--- config.mk ---
export PLATFORM = sky130hd
export DESIGN_NAME = savestate_ctrl
export DESIGN_NICKNAME = d
export VERILOG_FILES = /design/src/rtl/savestate_ctrl.sv
export SDC_FILE = /design/constraint.sdc
export NUM_CORES = 1
export LEC_CHECK = 0
export CORE_ASPECT_RATIO = 1.5
export CORE_MARGIN = 2
export CORE_UTILIZATION = 45
export DETAILED_ROUTE_END_ITERATION = 10
export PLACE_DENSITY = 0.77
export SLEW_MARGIN = 20
export SYNTH_ARGS = -nofsm -noshare
export SYNTH_HDL_FRONTEND = slang
export SYNTH_SLANG_ARGS = --single-unit
--- constraint.sdc ---
create_clock -name clk -period 2.25 [get_ports clk]
set_input_delay 0.225 -clock clk [delete_from_list [all_inputs] [get_ports clk]]
set_output_delay 0.225 -clock clk [all_outputs]
set_load 0.01 [all_outputs]
--- src/rtl/savestate_ctrl.sv ---
// Save/load sequencer: pauses the core, launches a DDR state stream for one slot, releases the core.
// Latency: pause_req one cycle after the accepted edge, start strobe two cycles after pause_ack; no backpressure, busy edges dropped.
module savestate_ctrl #(
    parameter logic [31:0] BASE_ADDR      = 32'h3E00_0000,
    parameter logic [31:0] SLOT_SIZE      = 32'h0040_0000,
    parameter logic [15:0] PAUSE_TIMEOUT  = 16'd1000,
    parameter logic [3:0]  LAUNCH_TIMEOUT = 4'd8
) (
    input  logic        clk,
    input  logic        reset,
    input  logic        save_req,
    input  logic        load_req,
    input  logic [1:0]  slot,
    output logic        busy,
    output logic        done,
    output logic        error,
    output logic        pause_req,
    input  logic        pause_ack,
    output logic [31:0] start_addr,
    output logic [31:0] length,
    output logic        write_start,
    output logic        read_start,
    input  logic        stream_busy
);

    typedef enum logic [2:0] {
        IDLE       = 3'd0,
        PAUSE_WAIT = 3'd1,
        START      = 3'd2,
        LAUNCH     = 3'd3,
        RUN        = 3'd4,
        RELEASE    = 3'd5,
        DONE       = 3'd6
    } state_t;

    localparam logic [15:0] PAUSE_LAST  = PAUSE_TIMEOUT - 16'd1;
    localparam logic [15:0] LAUNCH_LAST = {12'd0, LAUNCH_TIMEOUT} - 16'd1;

    state_t      state_q, state_d;
    logic [15:0] timer_q, timer_d;
    logic        fail_q, fail_d;
    logic        op_save_q, op_save_d;
    logic        busy_q, busy_d;
    logic        done_q, done_d;
    logic        error_q, error_d;
    logic        pause_req_q, pause_req_d;
    logic        write_start_q, write_start_d;
    logic        read_start_q, read_start_d;
    logic [31:0] start_addr_q, start_addr_d;
    logic [31:0] length_q, length_d;
    // Arm flags record "request was low last cycle"; clearing them in reset
    // keeps a request held through reset from firing until it toggles.
    logic        save_arm_q, save_arm_d;
    logic        load_arm_q, load_arm_d;

    logic        save_edge;
    logic        load_edge;
    logic [31:0] slot_offset;

    assign save_edge   = save_req & save_arm_q;
    assign load_edge   = load_req & load_arm_q;
    assign slot_offset = {30'd0, slot} * SLOT_SIZE;

    always_comb begin
        state_d       = state_q;
        timer_d       = timer_q;
        fail_d        = fail_q;
        op_save_d     = op_save_q;
        busy_d        = busy_q;
        done_d        = 1'b0;
        error_d       = 1'b0;
        pause_req_d   = pause_req_q;
        write_start_d = 1'b0;
        read_start_d  = 1'b0;
        start_addr_d  = start_addr_q;
        length_d      = length_q;
        save_arm_d    = ~save_req;
        load_arm_d    = ~load_req;

        case (state_q)
            IDLE: begin
                if (save_edge || load_edge) begin
                    op_save_d    = save_edge;
                    start_addr_d = BASE_ADDR + slot_offset;
                    length_d     = SLOT_SIZE;
                    pause_req_d  = 1'b1;
                    timer_d      = 16'd0;
                    busy_d       = 1'b1;
                    state_d      = PAUSE_WAIT;
                end
            end
            PAUSE_WAIT: begin
                if (pause_ack) begin
                    state_d = START;
                end else if (timer_q == PAUSE_LAST) begin
                    fail_d      = 1'b1;
                    pause_req_d = 1'b0;
                    state_d     = RELEASE;
                end else begin
                    timer_d = timer_q + 16'd1;
                end
            end
            START: begin
                write_start_d = op_save_q;
                read_start_d  = ~op_save_q;
                timer_d       = 16'd0;
                state_d       = LAUNCH;
            end
            LAUNCH: begin
                if (stream_busy) begin
                    state_d = RUN;
                end else if (timer_q == LAUNCH_LAST) begin
                    fail_d      = 1'b1;
                    pause_req_d = 1'b0;
                    state_d     = RELEASE;
                end else begin
                    timer_d = timer_q + 16'd1;
                end
            end
            RUN: begin
                if (!stream_busy) begin
                    pause_req_d = 1'b0;
                    state_d     = RELEASE;
                end
            end
            RELEASE: begin
                pause_req_d = 1'b0;
                if (!pause_ack) begin
                    done_d  = 1'b1;
                    error_d = fail_q;
                    state_d = DONE;
                end
            end
            DONE: begin
                busy_d  = 1'b0;
                fail_d  = 1'b0;
                state_d = IDLE;
            end
            default: begin
                state_d = IDLE;
            end
        endcase
    end

    always_ff @(posedge clk) begin
        if (reset) begin
            state_q       <= IDLE;
            timer_q       <= 16'd0;
            fail_q        <= 1'b0;
            op_save_q     <= 1'b0;
            busy_q        <= 1'b0;
            done_q        <= 1'b0;
            error_q       <= 1'b0;
            pause_req_q   <= 1'b0;
            write_start_q <= 1'b0;
            read_start_q  <= 1'b0;
            start_addr_q  <= 32'd0;
            length_q      <= 32'd0;
            save_arm_q    <= 1'b0;
            load_arm_q    <= 1'b0;
        end else begin
            state_q       <= state_d;
            timer_q       <= timer_d;
            fail_q        <= fail_d;
            op_save_q     <= op_save_d;
            busy_q        <= busy_d;
            done_q        <= done_d;
            error_q       <= error_d;
            pause_req_q   <= pause_req_d;
            write_start_q <= write_start_d;
            read_start_q  <= read_start_d;
            start_addr_q  <= start_addr_d;
            length_q      <= length_d;
            save_arm_q    <= save_arm_d;
            load_arm_q    <= load_arm_d;
        end
    end

    assign busy        = busy_q;
    assign done        = done_q;
    assign error       = error_q;
    assign pause_req   = pause_req_q;
    assign write_start = write_start_q;
    assign read_start  = read_start_q;
    assign start_addr  = start_addr_q;
    assign length      = length_q;

    a_one_strobe: assert property (@(posedge clk) disable iff (reset)
        !(write_start_q && read_start_q));
    a_error_with_done: assert property (@(posedge clk) disable iff (reset)
        error_q |-> done_q);

endmodule

==> run metrics <==
Layout Cells excl Fill=347; FF/Latch Area=640.6 um2; Multi-input gate area=1181 um2; CTS Buf Count=5; area added between synthesis and finish=7.617%; Rel. slew slack=60.27%; pin count of the biggest net entering global routing=22; Avg Inst Size Synth=8.435 um2; hold-fix buffer count after cts=0; worst path buffer plus inverter count=0; worst-path cell chain=ha_1 > and4_1 > nand4_1 > and2_1 > o311ai_0 > o41ai_2; Synth area leaders=dfxtp_1 29%, buf_4 21%, o41ai_2 5.2%; number of diodes=0; Routed wire per std cell=13.12 um; post-route core utilization=49.28%; Lkg Pwr=0.0009372 uW; count of input and output buffers=21; Critical Path End Type=flip-flop; layout cells sized above 1=13.52%; Post-synth EDFFs=0; Fmax achieved=501.6 MHz; worst flop-to-flop path endpoint=timer_q[8]; Mapped Area=2185 um2; PwrDens=765.8 nW/um2; post-CTS setup buffer count=0; WP data arrival=2.16 ns; Final ANT Viol Nets=0; post-route setup TNS=0 ns; Initial Util=45.79%; CTS tree=yes; GRT Resource Usage Total=17.91%; clock buffer depth=2; Final nets=289; site row count=31; top cell type's share of synthesized area=29.32%; hold path depth=2; Hold Path Class=flip-flop to flip-flop; peak supply drop=0.4535 mV; Fin. Hold Viols=0; vias in the first global route=1622; register area share after synthesis=29.32%; worst clock skew=0.005272 ns; hold endpoint=start_addr[22]; top_reg_cell synth=dfxtp_1; crit-path max cell delay=0.41 ns; crit share post-route=88.61%; met1 WL=1616 um; RSZ-0062 raised after global routing=false; top cells by count, synth=62 x buf_4, 32 x dfxtp_1, 17 x nand2_1, 17 x nor2_1, 14 x a21oi_1; yosys synthesis warning count=0; CTS root buf=clkbuf_8; uppermost layer routed=met4; Max Cap Viol=0; vias=1842; max-slew violations=0; CP Max Fanout=5; Remaining DRCs=0; R2R depth=6; first-pass GRT wire length=7265 um; post-CTS sizing=0; die extent in x=60.89 um; Slowest-stage cell, CP=dfxtp_1; first-iteration detailed-routing DRC count=42; vias per cell=5.308; clock-pin transition on the worst setup and hold timing paths=0.07 ns; clock latency on the worst-skew pair=0.29 ns; Core Footprint=4771 um2; Routed met2 length=2521 um; Final setup viols=0; gpl congestion=0.8494; Die H=89.34 um; drt total wl=4552 um; critical path launch point type=flip-flop; Crit Path Class=flip-flop to flip-flop; # IOs=78; asr flop ratio synth=0%; hold slack=0.4533 ns; Num Clock Sinks=32; Worst Min Path Start=start_addr[22]; # fillers=475; Mapped Cells=259; HPWL after detailed placement=3256 um; die area=5440 um2; Crit path required time=2.42 ns; cell with the most instances after synthesis=buf_4; Largest delay share family, worst path=simple AND/OR/NAND/NOR gates; # H-tree levels=2; Pwr Total=1800 uW; count of cell types in the netlist=47; R2R setup slack=0.26 ns; run status=finished, final reports clean; initial antenna violation count=0; worst reg2reg startpoint=timer_q[0]; Yosys top cell by area=dfxtp_1; Final min period=1.994 ns; Seq cells post-synth=32; Worst-Margin Slew=0.5953 ns; Overflow after GRT=0; placed cells=339; DR WL met3=296 um; DR pass1 iterations=7
[layout make-up]
| type | instances | area share, % |
|---|---|---|
| clock buffers | 6 | 3.513 |
| clock inverters | 2 | 0.4258 |
| flip-flops and latches | 32 | 27.25 |
| inverters | 7 | 1.118 |
| repair buffers | 35 | 13.94 |
| multi-input cells | 199 | 50.24 |
| well taps | 66 | 3.513 |
[routing by layer]
metal | GRT usage, % | vias up
met5 | 0 | -
met4 | 10.67 | 0
met3 | 3.763 | 9
met2 | 33.53 | 87
met1 | 17.21 | 876
li1 | - | 870
[registers in the layout, indices dropped and copies added, names as in the netlist]
| register | cells |
|---|---|
| write_start | 1 |
| error | 1 |
| save_arm_q | 1 |
| load_arm_q | 1 |
| op_save_q | 1 |
| read_start | 1 |
| state_q | 3 |
| done | 1 |
| fail_q | 1 |
| pause_req | 1 |
| start_addr | 3 |
| timer_q | 16 |
| busy | 1 |
[layout by cell type (no fill, tap or decap), types with 2 or more instances in the layout]
cell type	n
o21ai_0	7
and2_1	4
nand2_1	17
and4_1	3
or3_1	3
and3_1	2
o21ai_1	5
or4_1	2
o311ai_0	11
clkbuf_8	6
clkdlybuf4s50_1	21
a21oi_1	14
buf_4	13
a211oi_1	4
o31ai_2	2
inv_1	6
nand4_1	3
o211ai_1	5
nand3_1	13
o41ai_2	7
nor4_1	2
o2111ai_1	2
clkinv_2	2
nor3_1	2
conb_1	56
nor2_1	17
dfxtp_1	32
[worst max path at each step]
stage,from,to,slack [ns],cells past startpoint
after floorplan,state_q[1],timer_q[2],0.42,7
after global routing,timer_q[0],timer_q[8],0.12,6
after global placement,stream_busy,timer_q[3],0.13,7
after detailed placement,pause_ack,timer_q[3],0.06,7
after CTS,timer_q[0],timer_q[8],0.25,6
final,timer_q[0],timer_q[8],0.26,6
[kinds of logic (layout without fill, tap and decap cells)]
kind of cell,Yosys count,after routing,synth area share (%)
other,1,56,0.1717
adder cells (fa/ha/maj),1,1,0.5726
multiplexers,1,1,0.6871
flip-flops,32,32,29.32
buffers and inverters,83,50,26.06
AND/OR/NAND/NOR,73,73,17.64
AO/OA/AOI/OAI,68,68,25.54
[through the flow]
stage               instance area (um2)  worst slack (ns)
floorplan                          2391            0.4166
global placement                   2258            0.1262
global route                       2351            0.1151
CTS                                2351            0.2473
detailed placement                 2258           0.06026
finish                             2351            0.2562
[power breakdown]
group	total [uW]	switching (uW)	internal [uW]
logic	644	378	266
registers	687	70.8	616
clock network	469	225	244
total	1800	674	1130
[worst reg2reg max path: stages, from the launching register on]
cell and delay (ns):
dfxtp_1 0.41, ha_1 0.28, and4_1 0.34, nand4_1 0.16
and2_1 0.18, o311ai_0 0.35, o41ai_2 0.14
Note: power is estimated with default switching activity, not from simulation.
